--- src/rtl/cpu_fpu_mul.sv ---
// ---------------------------------------------------------------------------
// cpu_fpu_mul
//   Multi-cycle IEEE-754 single-precision multiplier for the CPU FPU.
//   Round-to-nearest-even, with denormal inputs and gradual-underflow outputs.
//   Shares the request/ready handshake used by the FPU divider.
//
// Parameters
//   STEP_BITS  multiplier bits consumed per MUL cycle (1,2,3,4,6,8,12,24);
//              the shift-add loop takes 24/STEP_BITS cycles.
//
// Ports
//   i_clock    clock, rising edge
//   i_reset    asynchronous, active-high reset
//   i_request  level request; operands valid while high
//   i_op1      operand A (IEEE-754 single)
//   i_op2      operand B (IEEE-754 single)
//   o_ready    result valid (registered); held while i_request stays high
//   o_result   product (registered)
// ---------------------------------------------------------------------------
module cpu_fpu_mul #(
    parameter int STEP_BITS = 4
) (
    input  logic        i_clock,
    input  logic        i_reset,
    input  logic        i_request,
    input  logic [31:0] i_op1,
    input  logic [31:0] i_op2,
    output logic        o_ready,
    output logic [31:0] o_result
);

    typedef enum logic [3:0] {
        ST_IDLE,
        ST_SPECIAL,
        ST_NORM_A,
        ST_NORM_B,
        ST_MUL_INIT,
        ST_MUL,
        ST_EXTRACT,
        ST_NORM,
        ST_DENORM,
        ST_ROUND,
        ST_PACK,
        ST_DONE
    } state_t;

    localparam int               N_STEPS   = 24 / STEP_BITS;
    localparam logic [4:0]       LAST_STEP = 5'(N_STEPS - 1);
    localparam logic signed [9:0] E_SPECIAL = 10'sd128;   // inf / NaN field
    localparam logic signed [9:0] E_DENORM  = -10'sd127;  // zero / denormal field
    localparam logic signed [9:0] E_MIN     = -10'sd126;  // smallest normal exponent
    localparam logic signed [9:0] E_MAX     = 10'sd127;
    localparam logic [31:0]       QNAN      = 32'hFFC0_0000;

    state_t state_q, state_d;

    // Unpacked operands; mantissa carries the hidden bit in [23].
    logic [23:0]        a_m, b_m;
    logic signed [9:0]  a_e, b_e;
    logic               a_s, b_s;

    // Product path.
    logic [47:0]        prod;       // shift-add accumulator
    logic [47:0]        mcand;      // b_m aligned to the current digit
    logic [4:0]         step_cnt;
    logic [23:0]        z_m;
    logic signed [9:0]  z_e;
    logic               z_s;
    logic               guard, round_bit, sticky;
    logic [31:0]        pack_q;     // packed result waiting for DONE

    logic a_nan, b_nan, a_inf, b_inf, a_zero, b_zero, is_special;
    logic [47:0] digit;

    // Classification is done on the raw fields before the hidden bit is set.
    assign a_nan  = (a_e == E_SPECIAL) && (a_m != 24'd0);
    assign b_nan  = (b_e == E_SPECIAL) && (b_m != 24'd0);
    assign a_inf  = (a_e == E_SPECIAL) && (a_m == 24'd0);
    assign b_inf  = (b_e == E_SPECIAL) && (b_m == 24'd0);
    assign a_zero = (a_e == E_DENORM)  && (a_m == 24'd0);
    assign b_zero = (b_e == E_DENORM)  && (b_m == 24'd0);
    assign is_special = a_nan | b_nan | a_inf | b_inf | a_zero | b_zero;

    // a_m is shifted right as digits are consumed, so the low bits are always
    // the next digit.
    assign digit = 48'(a_m[STEP_BITS-1:0]);

    // -----------------------------------------------------------------------
    // Next-state logic
    // -----------------------------------------------------------------------
    // NOTE: state_d is assigned a default before the case so every path
    // assigns it and no latch is inferred.
    always_comb begin
        state_d = state_q;
        case (state_q)
            ST_IDLE:     if (i_request) state_d = ST_SPECIAL;
            ST_SPECIAL:  state_d = is_special ? ST_DONE : ST_NORM_A;
            ST_NORM_A:   if (a_m[23]) state_d = ST_NORM_B;
            ST_NORM_B:   if (b_m[23]) state_d = ST_MUL_INIT;
            ST_MUL_INIT: state_d = ST_MUL;
            ST_MUL:      if (step_cnt == LAST_STEP) state_d = ST_EXTRACT;
            ST_EXTRACT:  state_d = ST_NORM;
            ST_NORM:     if (z_m[23] || (z_e <= E_MIN)) state_d = ST_DENORM;
            ST_DENORM:   if (z_e >= E_MIN) state_d = ST_ROUND;
            ST_ROUND:    state_d = ST_PACK;
            ST_PACK:     state_d = ST_DONE;
            ST_DONE:     if (!i_request) state_d = ST_IDLE;
            default:     state_d = ST_IDLE;
        endcase
    end

    // -----------------------------------------------------------------------
    // Control state and registered outputs
    // -----------------------------------------------------------------------
    // NOTE: sequential state uses non-blocking assignments so every register
    // samples the pre-edge values regardless of statement order.
    always_ff @(posedge i_clock or posedge i_reset) begin
        if (i_reset) begin
            state_q  <= ST_IDLE;
            o_ready  <= 1'b0;
            o_result <= 32'd0;
        end else begin
            state_q <= state_d;
            if ((state_q == ST_DONE) && i_request) begin
                o_ready  <= 1'b1;
                o_result <= pack_q;
            end else begin
                o_ready  <= 1'b0;
            end
        end
    end

    // -----------------------------------------------------------------------
    // Datapath
    // -----------------------------------------------------------------------
    // NOTE: datapath registers carry no reset; every one is loaded before it
    // is read on the way from IDLE to DONE, and reset only returns the FSM.
    always_ff @(posedge i_clock) begin
        case (state_q)
            ST_IDLE: begin
                if (i_request) begin
                    a_s <= i_op1[31];
                    a_e <= $signed({2'b00, i_op1[30:23]}) - 10'sd127;
                    a_m <= {1'b0, i_op1[22:0]};
                    b_s <= i_op2[31];
                    b_e <= $signed({2'b00, i_op2[30:23]}) - 10'sd127;
                    b_m <= {1'b0, i_op2[22:0]};
                end
            end

            ST_SPECIAL: begin
                if (is_special) begin
                    if (a_nan || b_nan)
                        pack_q <= QNAN;
                    else if ((a_inf && b_zero) || (a_zero && b_inf))
                        pack_q <= QNAN;
                    else if (a_inf || b_inf)
                        pack_q <= {a_s ^ b_s, 8'hFF, 23'd0};
                    else
                        pack_q <= {a_s ^ b_s, 31'd0};
                end else begin
                    // Denormals use the minimum exponent with no hidden bit.
                    if (a_e == E_DENORM) a_e <= E_MIN;
                    else                 a_m[23] <= 1'b1;
                    if (b_e == E_DENORM) b_e <= E_MIN;
                    else                 b_m[23] <= 1'b1;
                end
            end

            ST_NORM_A: begin
                if (!a_m[23]) begin
                    a_m <= a_m << 1;
                    a_e <= a_e - 10'sd1;
                end
            end

            ST_NORM_B: begin
                if (!b_m[23]) begin
                    b_m <= b_m << 1;
                    b_e <= b_e - 10'sd1;
                end
            end

            ST_MUL_INIT: begin
                z_s      <= a_s ^ b_s;
                // +1 because z_m is taken from p[47:24], one bit above 1.0.
                z_e      <= a_e + b_e + 10'sd1;
                prod     <= 48'd0;
                mcand    <= {24'd0, b_m};
                step_cnt <= 5'd0;
            end

            ST_MUL: begin
                prod     <= prod + mcand * digit;
                mcand    <= mcand << STEP_BITS;
                a_m      <= a_m >> STEP_BITS;
                step_cnt <= step_cnt + 5'd1;
            end

            ST_EXTRACT: begin
                z_m       <= prod[47:24];
                guard     <= prod[23];
                round_bit <= prod[22];
                sticky    <= |prod[21:0];
            end

            ST_NORM: begin
                if (!z_m[23] && (z_e > E_MIN)) begin
                    z_m       <= {z_m[22:0], guard};
                    guard     <= round_bit;
                    round_bit <= 1'b0;
                    z_e       <= z_e - 10'sd1;
                end
            end

            ST_DENORM: begin
                if (z_e < E_MIN) begin
                    z_m       <= z_m >> 1;
                    guard     <= z_m[0];
                    round_bit <= guard;
                    sticky    <= sticky | round_bit;
                    z_e       <= z_e + 10'sd1;
                end
            end

            ST_ROUND: begin
                if (guard && (round_bit || sticky || z_m[0])) begin
                    z_m <= z_m + 24'd1;
                    // Mantissa wraps to 1.0 of the next binade.
                    if (z_m == 24'hFF_FFFF) z_e <= z_e + 10'sd1;
                end
            end

            ST_PACK: begin
                if (z_e > E_MAX)
                    pack_q <= {z_s, 8'hFF, 23'd0};
                else if ((z_e == E_MIN) && !z_m[23])
                    pack_q <= {z_s, 8'h00, z_m[22:0]};
                else
                    pack_q <= {z_s, z_e[7:0] + 8'd127, z_m[22:0]};
            end

            default: ;
        endcase
    end

endmodule

--- config.mk ---
export PLATFORM = sky130hd
export DESIGN_NAME = cpu_fpu_mul
export DESIGN_NICKNAME = d
export VERILOG_FILES = /design/src/rtl/cpu_fpu_mul.sv
export SDC_FILE = /design/constraint.sdc
export NUM_CORES = 1
export LEC_CHECK = 0
export ABC_CLOCK_PERIOD_IN_PS = 5870
export BUFFER_PORTS_ARGS = -buffer_cell sky130_fd_sc_hd__buf_4
export CAP_MARGIN = 40
export CORE_AREA = 2 2 220 330
export CTS_CLUSTER_DIAMETER = 100
export DETAILED_ROUTE_END_ITERATION = 12
export DIE_AREA = 0 0 222 332
export PLACE_DENSITY = 0.49
export SLEW_MARGIN = 10
export SYNTH_ARGS = -nofsm -noshare
export SYNTH_HDL_FRONTEND = slang
export SYNTH_SLANG_ARGS = --single-unit
--- constraint.sdc ---
create_clock -name i_clock -period 5.87 [get_ports i_clock]
set_input_delay 0.587 -clock i_clock [delete_from_list [all_inputs] [get_ports i_clock]]
set_output_delay 0.587 -clock i_clock [all_outputs]
set_load 0.05 [all_outputs]
After elaboration in Yosys (flattened, before gate mapping):

Cells that the tools add are included.

* bits in writable memories: 0
* logic and storage cells: 191
* flip-flop bits (word level): 278
* memory bits (read-only): 0
* memories: 0
* latch bits: 0
* bits of input ports: 67
* output and inout port bits: 33

* equal/unequal tests: 37
* multipliers: 1
* $add $sub $neg: 12
* order comparisons: 5
* multiplexer cells: 59
* bitwise operators: 7
* reduce and logical (&&, ||, !) cells: 49
* divide/modulo/power cells: 0
* shift operators: 0

Operators with widths (number)
* 48-bit case mux with 2 select lines: 2
* 24-bit two-way mux: 7
* 10-bit two-way mux: 12
* 32-bit two-way mux: 3
* 24-bit case mux with 4 select lines: 1
* 31-bit two-way mux: 3
* 23-bit case mux with 3 select lines: 1
* 32-bit case mux with 2 select lines: 1
* 10-bit case mux with 3 select lines: 2
* 48-bit adder: 1
* 24-bit zero test: 2
* 48-bit by 4-bit multiplier with 48-bit output: 1
* 4-bit case mux with 12 select lines: 1
* 24-bit nonzero test: 2
* 23-bit case mux with 2 select lines: 1
* 10-bit case mux with 4 select lines: 1
* 2-bit inequality test (second input constant): 19
* 4-bit two-way mux: 8
* 10-bit by 8-bit == test with 1-bit output (second input constant): 3
* 10-bit by 2-bit subtractor with 10-bit output (second input constant): 3
* 24-bit by 1-bit adder with 24-bit output (second input constant): 1
* 24-bit == test (second input constant): 1
* 22-bit OR reduction: 1
* 10-bit by 2-bit adder with 10-bit output (second input constant): 2
* 33 further kinds: 91

Logic depth before layout (Yosys ltp):

Gate-level depths: netlist (run 1).

* depth in word-level cells: 9
* mapped depth: 19
* depth with buffers taken out: 17

Worst setup path before layout (run 1):

Ideal clock, no wire load.

* kind: reg2reg
* start point: register a_m[3]
* end point: register prod[44], data pin
* library setup time: 0.135 ns
* data required time: 5.735 ns
* period minus slack after synthesis: 4.810 ns
* buffers on the path: 3
* path slack: 1.060 ns
* cell stages (with the launch flop): 18
* data arrival time: 4.675 ns
* cells stage by stage: edfxtp_1 > clkbuf_1 > clkbuf_1 > and2_1 > fa_1 > fa_1 > inv_1 > fa_1 > inv_1 > ha_1 > buf_2 > nand4_1 > a2111oi_4 > a21oi_2 > o31a_1 > o31a_1 > or4_1 > nand3_1

* longest elaborated chain between the ends: 3

RTL lines
* start: declaration: line 58 `logic [23:0] a_m, b_m;`
* start signal: assignment: line 144 `a_m <= {1'b0, i_op1[22:0]};`
* start signal: assignment: line 172 `a_m <= a_m << 1;`
* start signal: assignment: line 196 `a_m <= a_m >> STEP_BITS;`
* 48-bit by 4-bit multiplier with 48-bit output: line 194 `prod <= prod + mcand * digit;`
* 48-bit adder: line 194
* 48-bit case mux with 2 select lines: line 139 `case (state_q)`
* end signal: assignment: line 194
* end: declaration: line 63 `logic [47:0] prod;`

No other way between the ends.
A chain may end at the register's enable or synchronous reset.

Final worst setup path (run 1):

* start point: register a_m[1]
* end point: register prod[45], data pin

Same word-level chain as after synthesis.

==> results of run 1 <==
==> worst max-delay path by stage <==
stage	startpoint	endpoint	slack, ns	cells past startpoint
6_report	a_m[1]	prod[45]	0.41	17
5_1_grt	a_m[1]	prod[45]	0.03	17
4_1_cts	a_m[2]	prod[45]	0.36	17
3_5_place_dp	a_m[2]	prod[45]	0.40	17
3_3_place_gp	a_m[2]	prod[45]	0.47	17
2_1_floorplan	a_m[3]	prod[44]	1.06	17
==> registers in the layout, indices dropped and copies added, names as in the netlist <==
name,cells
step_cnt,5
b_m,24
guard,1
z_e,10
pack_q,32
b_e,10
sticky,1
z_m,24
o_ready,1
b_s,1
state_q,4
mcand,48
round_bit,1
a_e,10
o_result,32
a_m,24
z_s,1
a_s,1
prod,48
==> cells in the final DEF (no fill, tap or decap), types with 14 or more instances in the layout <==
cell type / Yosys / final
edfxtp_1: 241 / 241
buf_4: 2 / 131
nor3_1: 20 / 19
nor2b_1: 14 / 14
o22ai_1: 19 / 18
nand4_1: 29 / 29
o211ai_1: 20 / 20
o21ai_0: 90 / 90
nand3_1: 35 / 35
a21oi_1: 108 / 106
inv_1: 230 / 230
dfrtp_1: 37 / 36
nor2_1: 150 / 148
xnor2_1: 56 / 56
nand2_1: 344 / 343
clkbuf_16: 0 / 36
a21o_1: 38 / 38
a22oi_1: 23 / 23
nor4_1: 21 / 21
fa_1: 136 / 136
nand2b_1: 40 / 40
xor2_1: 59 / 59
and2_1: 198 / 198
ha_1: 81 / 81
and3_1: 47 / 47
==> cells by family after synthesis <==
group	count (synthesis)	share of synthesized area, %
XOR/XNOR	115	4.79
flip-flops	278	38.8
adder cells (fa/ha/maj)	217	17.8
buffers and inverters	333	5.99
multiplexers	5	0.238
AO/OA/AOI/OAI	369	11.0
AND/OR/NAND/NOR	926	21.4
==> repair_timing <==
item                       4_1_cts  5_1_grt
buffers inserted                 0        3
setup endpoints to repair        0        1
resized for setup                0        0
==> final cells by class <==
class / count / area share (%)
timing repair buffer: 136 / 4.51
tap: 915 / 4.76
inverter: 231 / 3.61
clock inverter: 16 / 0.697
multi-input combinational: 1632 / 48.4
clock buffer: 45 / 4.01
sequential: 278 / 34.0
==> synth_stat cells (4+ instances only) <==
| cell type | instances |
|---|---|
| buf_1 | 8 |
| xor2_1 | 59 |
| a21oi_1 | 108 |
| ha_1 | 81 |
| a221o_1 | 5 |
| or3_1 | 13 |
| nor3_1 | 20 |
| o22ai_1 | 19 |
| a22oi_1 | 23 |
| nor2_1 | 150 |
| edfxtp_1 | 241 |
| nor4_1 | 21 |
| nand2b_1 | 40 |
| nand4_1 | 29 |
| a21o_1 | 38 |
| o31ai_1 | 7 |
| clkbuf_1 | 89 |
| and2_1 | 198 |
| fa_1 | 136 |
| o211ai_1 | 20 |
| nor2b_1 | 14 |
| o21ai_0 | 90 |
| and3_1 | 47 |
| a211oi_1 | 4 |
| nand2_1 | 344 |
| o21a_1 | 8 |
| a31oi_1 | 11 |
| inv_1 | 230 |
| mux2i_1 | 5 |
| nand3_1 | 35 |
| xnor2_1 | 56 |
| dfrtp_1 | 37 |
==> metrics by stage <==
step	setup WS, ns	util [%]	cells	hold WS [ns]
after global routing	0.0252	33.8	3253	0.193
after detailed placement	0.398	32.2	3189	0.422
after CTS	0.364	33.8	3250	0.152
after global placement	0.466	32.1	3182	0.419
after floorplan	1.06	-	2243	0.415
final	0.409	33.8	3253	0.156
==> per-layer routing <==
metal | GRT usage [%] | up-vias
li1 | - | 7686
met1 | 17.0 | 7814
met2 | 30.2 | 292
met3 | 2.02 | 101
met4 | 6.04 | 0
met5 | 0 | -
==> worst reg2reg max path: cells and delay by family (launching register included) <==
kind                     cells  cell delay, ns
AO/OA/AOI/OAI                5            1.46
flip-flops                   1            0.71
adder cells (fa/ha/maj)      4            1.88
AND/OR/NAND/NOR              4            0.80
multiplexers                 1            0.20
buffers and inverters        3            0.26
==> run metrics, run 1 <==
outcome=finished clean; first-pass GRT wire length=92200 um; largest net degree at the start of global routing=81; area grow syn2layout=14.3%; Cells after Synth=2243; Worst Path Required=6.27 ns; post-synthesis sequential area ratio=38.8%; R2R setup slack=0.41 ns; Final GP Congestion=0.843; remaining antenna violation count after routing=0; Finished Cell Area=0.0240 mm2; worst skew pair latency=0.55 ns; element type at the critical path end=flop; antenna violations before repair=0; Post-synth ARST share=13.3%; max-cap violations=0; Placed Area=0.0229 mm2; worst path arrival time=5.86 ns; hold buffers post-CTS=0; FILL cells=7299; Vias per Instance=4.89; clock skew=0.0238 ns; Layout Nets=2597; CTS tree=yes; Slew Limit Fails=0; CTS Buffer Depth=3; worst-path cell chain=and2_1 -> fa_1 -> fa_1 -> inv_1 -> fa_1 -> inv_1 -> ha_1 -> and3_1 -> a221oi_1 -> buf_4 -> o31ai_1 -> nand3_1 -> and2_1 -> a31oi_1 -> a31oi_1 -> a21oi_1 -> mux2i_1; Ys Warns=0; capturing point of the worst reg2reg path=prod[45]; Worst R2R Start=a_m[1]; 1st-iter DRT viols=946; setup TNS=0 ns; Critical Path Most Common Cell=fa_1; GR Overflow Total=0; min Tclk post-route=5.46 ns; WL met2=30700 um; type of the worst min-delay path=primary input to async pin; row cnt=120; met3 wire len=1670 um; final-report setup violation count=0; Pre-Repair DR Iteration Count=6; wire length on met1=22000 um; library cells used by synthesis=64; Fin. Hold Viols=0; vias in the first global route=17.1k; post-synth top area share=34.4%; Top Ports=100; Worst Setup Start Kind=flop; f_max=183 MHz; Die W=222 um; critical path's slowest cell=edfxtp_1; Synth Register Bits=278; uppermost layer routed=met4; Crit Path Max Fanout=19; CTS sink cnt=278; crit-path leading delay family=adder cells; Avg WL per Cell=17.4 um; CTS root buffer=clkbuf_16; Total GRT Usage=15.6%; post-DP HPWL=43000 um; Post-synth top flop=edfxtp_1; Avg Inst Size Synth=9.38 um2; DRC viols=0; routed wire length=56500 um; Multi-input gate area=0.0116 mm2; cell depth of the worst flop-to-flop path=17; Ant. Diodes=0; Final period util=93.0%; share of layout cells above drive strength 1=8.90%; Worst Tran Pin Value=0.879 ns; RSZ-0062 raised after global routing=no; Buf+Inv Stages, Crit Path=3; total number of H-tree levels=2; Synth area leaders=edfxtp_1 34%, fa_1 13%, nand2_1 6.1%; Die H=332 um; port bufs=99; Slew HR=41.4%; Synth area leader=edfxtp_1; clock buffer count from CTS=34; Die Area=0.0737 mm2; routed via count=15.9k; Post-synth EDFFs=241; worst setup path class=flop to flop; core area=0.0710 mm2; slowest stage delay, CP=0.71 ns; post-synth net total=2527; Worst-path clk slew=0.07 ns; Mapped Area=0.0210 mm2; Seq. cell area=0.00816 mm2; Initial Utilization=29.6%
Power of run 1 is left out: the tool's default activity adds up to more than one toggle a clock period on the data nets, which glitch-free logic cannot reach.
==> run 2, diff against run 1 <==
Settings changed: ABC_CLOCK_PERIOD_IN_PS 5870 to 5450, CORE_AREA 2 2 220 330 to 2 2 154 231, DIE_AREA 0 0 222 332 to 0 0 156 233, PLACE_DENSITY 0.49 to 0.85.
Clock period 5.87 ns to 5.45 ns, I/O delays scaled along.
==> run 2 against run 1 <==
  * Global-route usage rose by 13 points
  * Largest cell class unchanged
  * Non-clock buffer count fell by 1
  * Clock-buffer cell count fell by 6
  * Routed wire length fell by 8.5%
  * Cell area fell by 3.7%
  * Critical endpoint is now prod[39]
==> run metrics, run 2 (same netlist as run 1, synthesis figures left out) <==
largest net degree at the start of global routing=76 (-6.2%); worst setup path class=flop to flop; routed via count=16.5k (+4.0%); setup TNS=0 ns (unchanged); final-report setup violation count=0 (unchanged); R2R setup slack=0.31 ns (-0.10 ns); Initial Utilization=61.6% (+32 points); Die W=156 um (-30%); Vias per Instance=6.01 (+23%); Buf+Inv Stages, Crit Path=4 (+1); slowest stage delay, CP=0.55 ns (-0.16 ns); vias in the first global route=17.3k (+0.80%); DRC viols=0 (unchanged); CTS sink cnt=278 (unchanged); Worst Path Required=5.76 ns (-0.51 ns); GR Overflow Total=0 (unchanged); f_max=195 MHz (+6.2%); worst skew pair latency=0.58 ns (+0.03 ns); row cnt=83 (-31%); worst path arrival time=5.45 ns (-0.41 ns); 1st-iter DRT viols=1414 (+49%); port bufs=99 (unchanged); Final Hold Slack=0.0833 ns (-0.0731 ns); capturing point of the worst reg2reg path=prod[39]; Worst Tran Pin Value=0.862 ns (-0.0171 ns); Die H=233 um (-30%); total number of H-tree levels=1 (-1); clock skew=0.0168 ns (-0.00699 ns); max-cap violations=0 (unchanged); Top Ports=100 (unchanged); CTS root buffer=clkbuf_16; clock buffer count from CTS=28 (-18%); Avg WL per Cell=18.8 um (+8.1%); Final period util=94.3% (+1.3 points); final std cells w/o fill=2753 (-15%); hold buffers post-CTS=0 (unchanged); first-pass GRT wire length=84400 um (-8.5%); Critical Path Most Common Cell=fa_1; Slew HR=42.5% (+1.1 points); min Tclk post-route=5.14 ns (-0.320 ns); share of layout cells above drive strength 1=8.51% (-0.39 points); FILL cells=2557 (-65%); area grow syn2layout=10.1%; commonest non-fill, non-tap cell in the layout=nand2_1; RSZ-0062 raised after global routing=no; Worst Setup Start Kind=flop; Fin. Hold Viols=0 (unchanged); Total GRT Usage=28.9% (+13 points); Pre-Repair DR Iteration Count=8 (+2); CTS Buffer Depth=3 (unchanged); largest registers=mcand (48), prod (48); outcome=finished clean; Ant. Diodes=0 (unchanged); Crit Path Max Fanout=13 (-6); element type at the critical path end=flop; Die Area=0.0363 mm2 (-51%); remaining antenna violation count after routing=0 (unchanged); Slew Limit Fails=0 (unchanged); CTS tree=yes; most frequent cells in the layout=343 x nand2_1, 241 x edfxtp_1, 230 x inv_1; cell depth of the worst flop-to-flop path=18 (+1); critical path's slowest cell=fa_1; Post-Place Cells=2695 (-15%); post-DP HPWL=37900 um (-12%); Final GP Congestion=0.904 (+7.3%); worst-path cell chain=buf_4 -> and2_1 -> fa_1 -> fa_1 -> inv_1 -> fa_1 -> inv_1 -> ha_1 -> and3_1 -> a221oi_1 -> buf_4 -> o31ai_2 -> nand3_1 -> a211oi_1 -> nor2_1 -> o21ai_0 -> xnor2_1 -> nor2_1; Worst R2R Start=a_m[2]; Worst-path clk slew=0.07 ns (about the same); core area=0.0342 mm2 (-52%); Layout Nets=2590 (-0.27%); routed wire length=51700 um (-8.5%); type of the worst min-delay path=primary input to async pin; antenna violations before repair=0 (unchanged); crit-path leading delay family=adder cells
==> run 2: cell count changes in the layout (fill, tap and decap cells not counted), sizes merged <==
cell,change
buf,-2
clkdlybuf4s15,+1
clkbuf,-6
clkinvlp,-1
bufinv,-2
==> run 2: what timing repair did <==
action / CTS / global route
setup buffers: 3 / 3
setup endpoints to repair: 1 / 15
pin swaps: 0 / 0
endpoints found under the hold margin: 0 / 0
resized for setup: 0 / 3
==> run 2: worst max path at each step <==
| stage | startpoint | slack (ns) | cells after the start | endpoint |
|---|---|---|---|---|
| floorplan | a_m[3] | 0.64 | 17 | prod[44] |
| CTS | a_m[3] | 0.05 | 17 | prod[45] |
| finish | a_m[2] | 0.31 | 18 | prod[39] |
| detailed placement | a_m[1] | -0.01 | 17 | prod[45] |
| global route | a_m[3] | 0.11 | 16 | prod[27] |
| global placement | a_m[1] | 0.11 | 17 | prod[39] |
==> run 2: layer usage <==
layer	up-vias	track usage, %	part of all wire, %
li1	7665	-	-
met1	7971	33.2	36
met2	706	52.5	52
met3	194	3.30	5.9
met4	0	15.7	5.3
met5	-	0	0
==> run 2: area by class of cell <==
| class | count | area [um2] | share of cell area, % |
|---|---|---|---|
| Clock inverter | 13 | 109 | 0.470 |
| Multi-Input combinational cell | 1632 | 11700 | 50.3 |
| Inverter | 231 | 867 | 3.74 |
| Timing Repair Buffer | 135 | 1070 | 4.62 |
| Clock buffer | 39 | 762 | 3.29 |
| Tap cell | 425 | 532 | 2.30 |
| Sequential cell | 278 | 8160 | 35.3 |
==> run 2: worst register-to-register path: cells and delay by family, from the launching register on <==
kind,cells,cell delay [ns]
adders and majority gates,4,1.92
AOI/OAI and AO/OA,4,1.14
and+or+nand+nor,5,0.75
buffers and inverters,4,0.45
DFF,1,0.41
xor gates and xnor gates,1,0.17
==> run 2: metrics by stage <==
stage | utilization [%] | setup WS, ns | cell area (um2)
after global placement | 64.8 | 0.115 | 22100
after global routing | 67.8 | 0.108 | 23200
after CTS | 67.7 | 0.0516 | 23100
final | 67.8 | 0.309 | 23200
after floorplan | - | 0.640 | 21000
after detailed placement | 65.1 | -0.0107 | 22200
Power of run 2 is left out for the same reason.
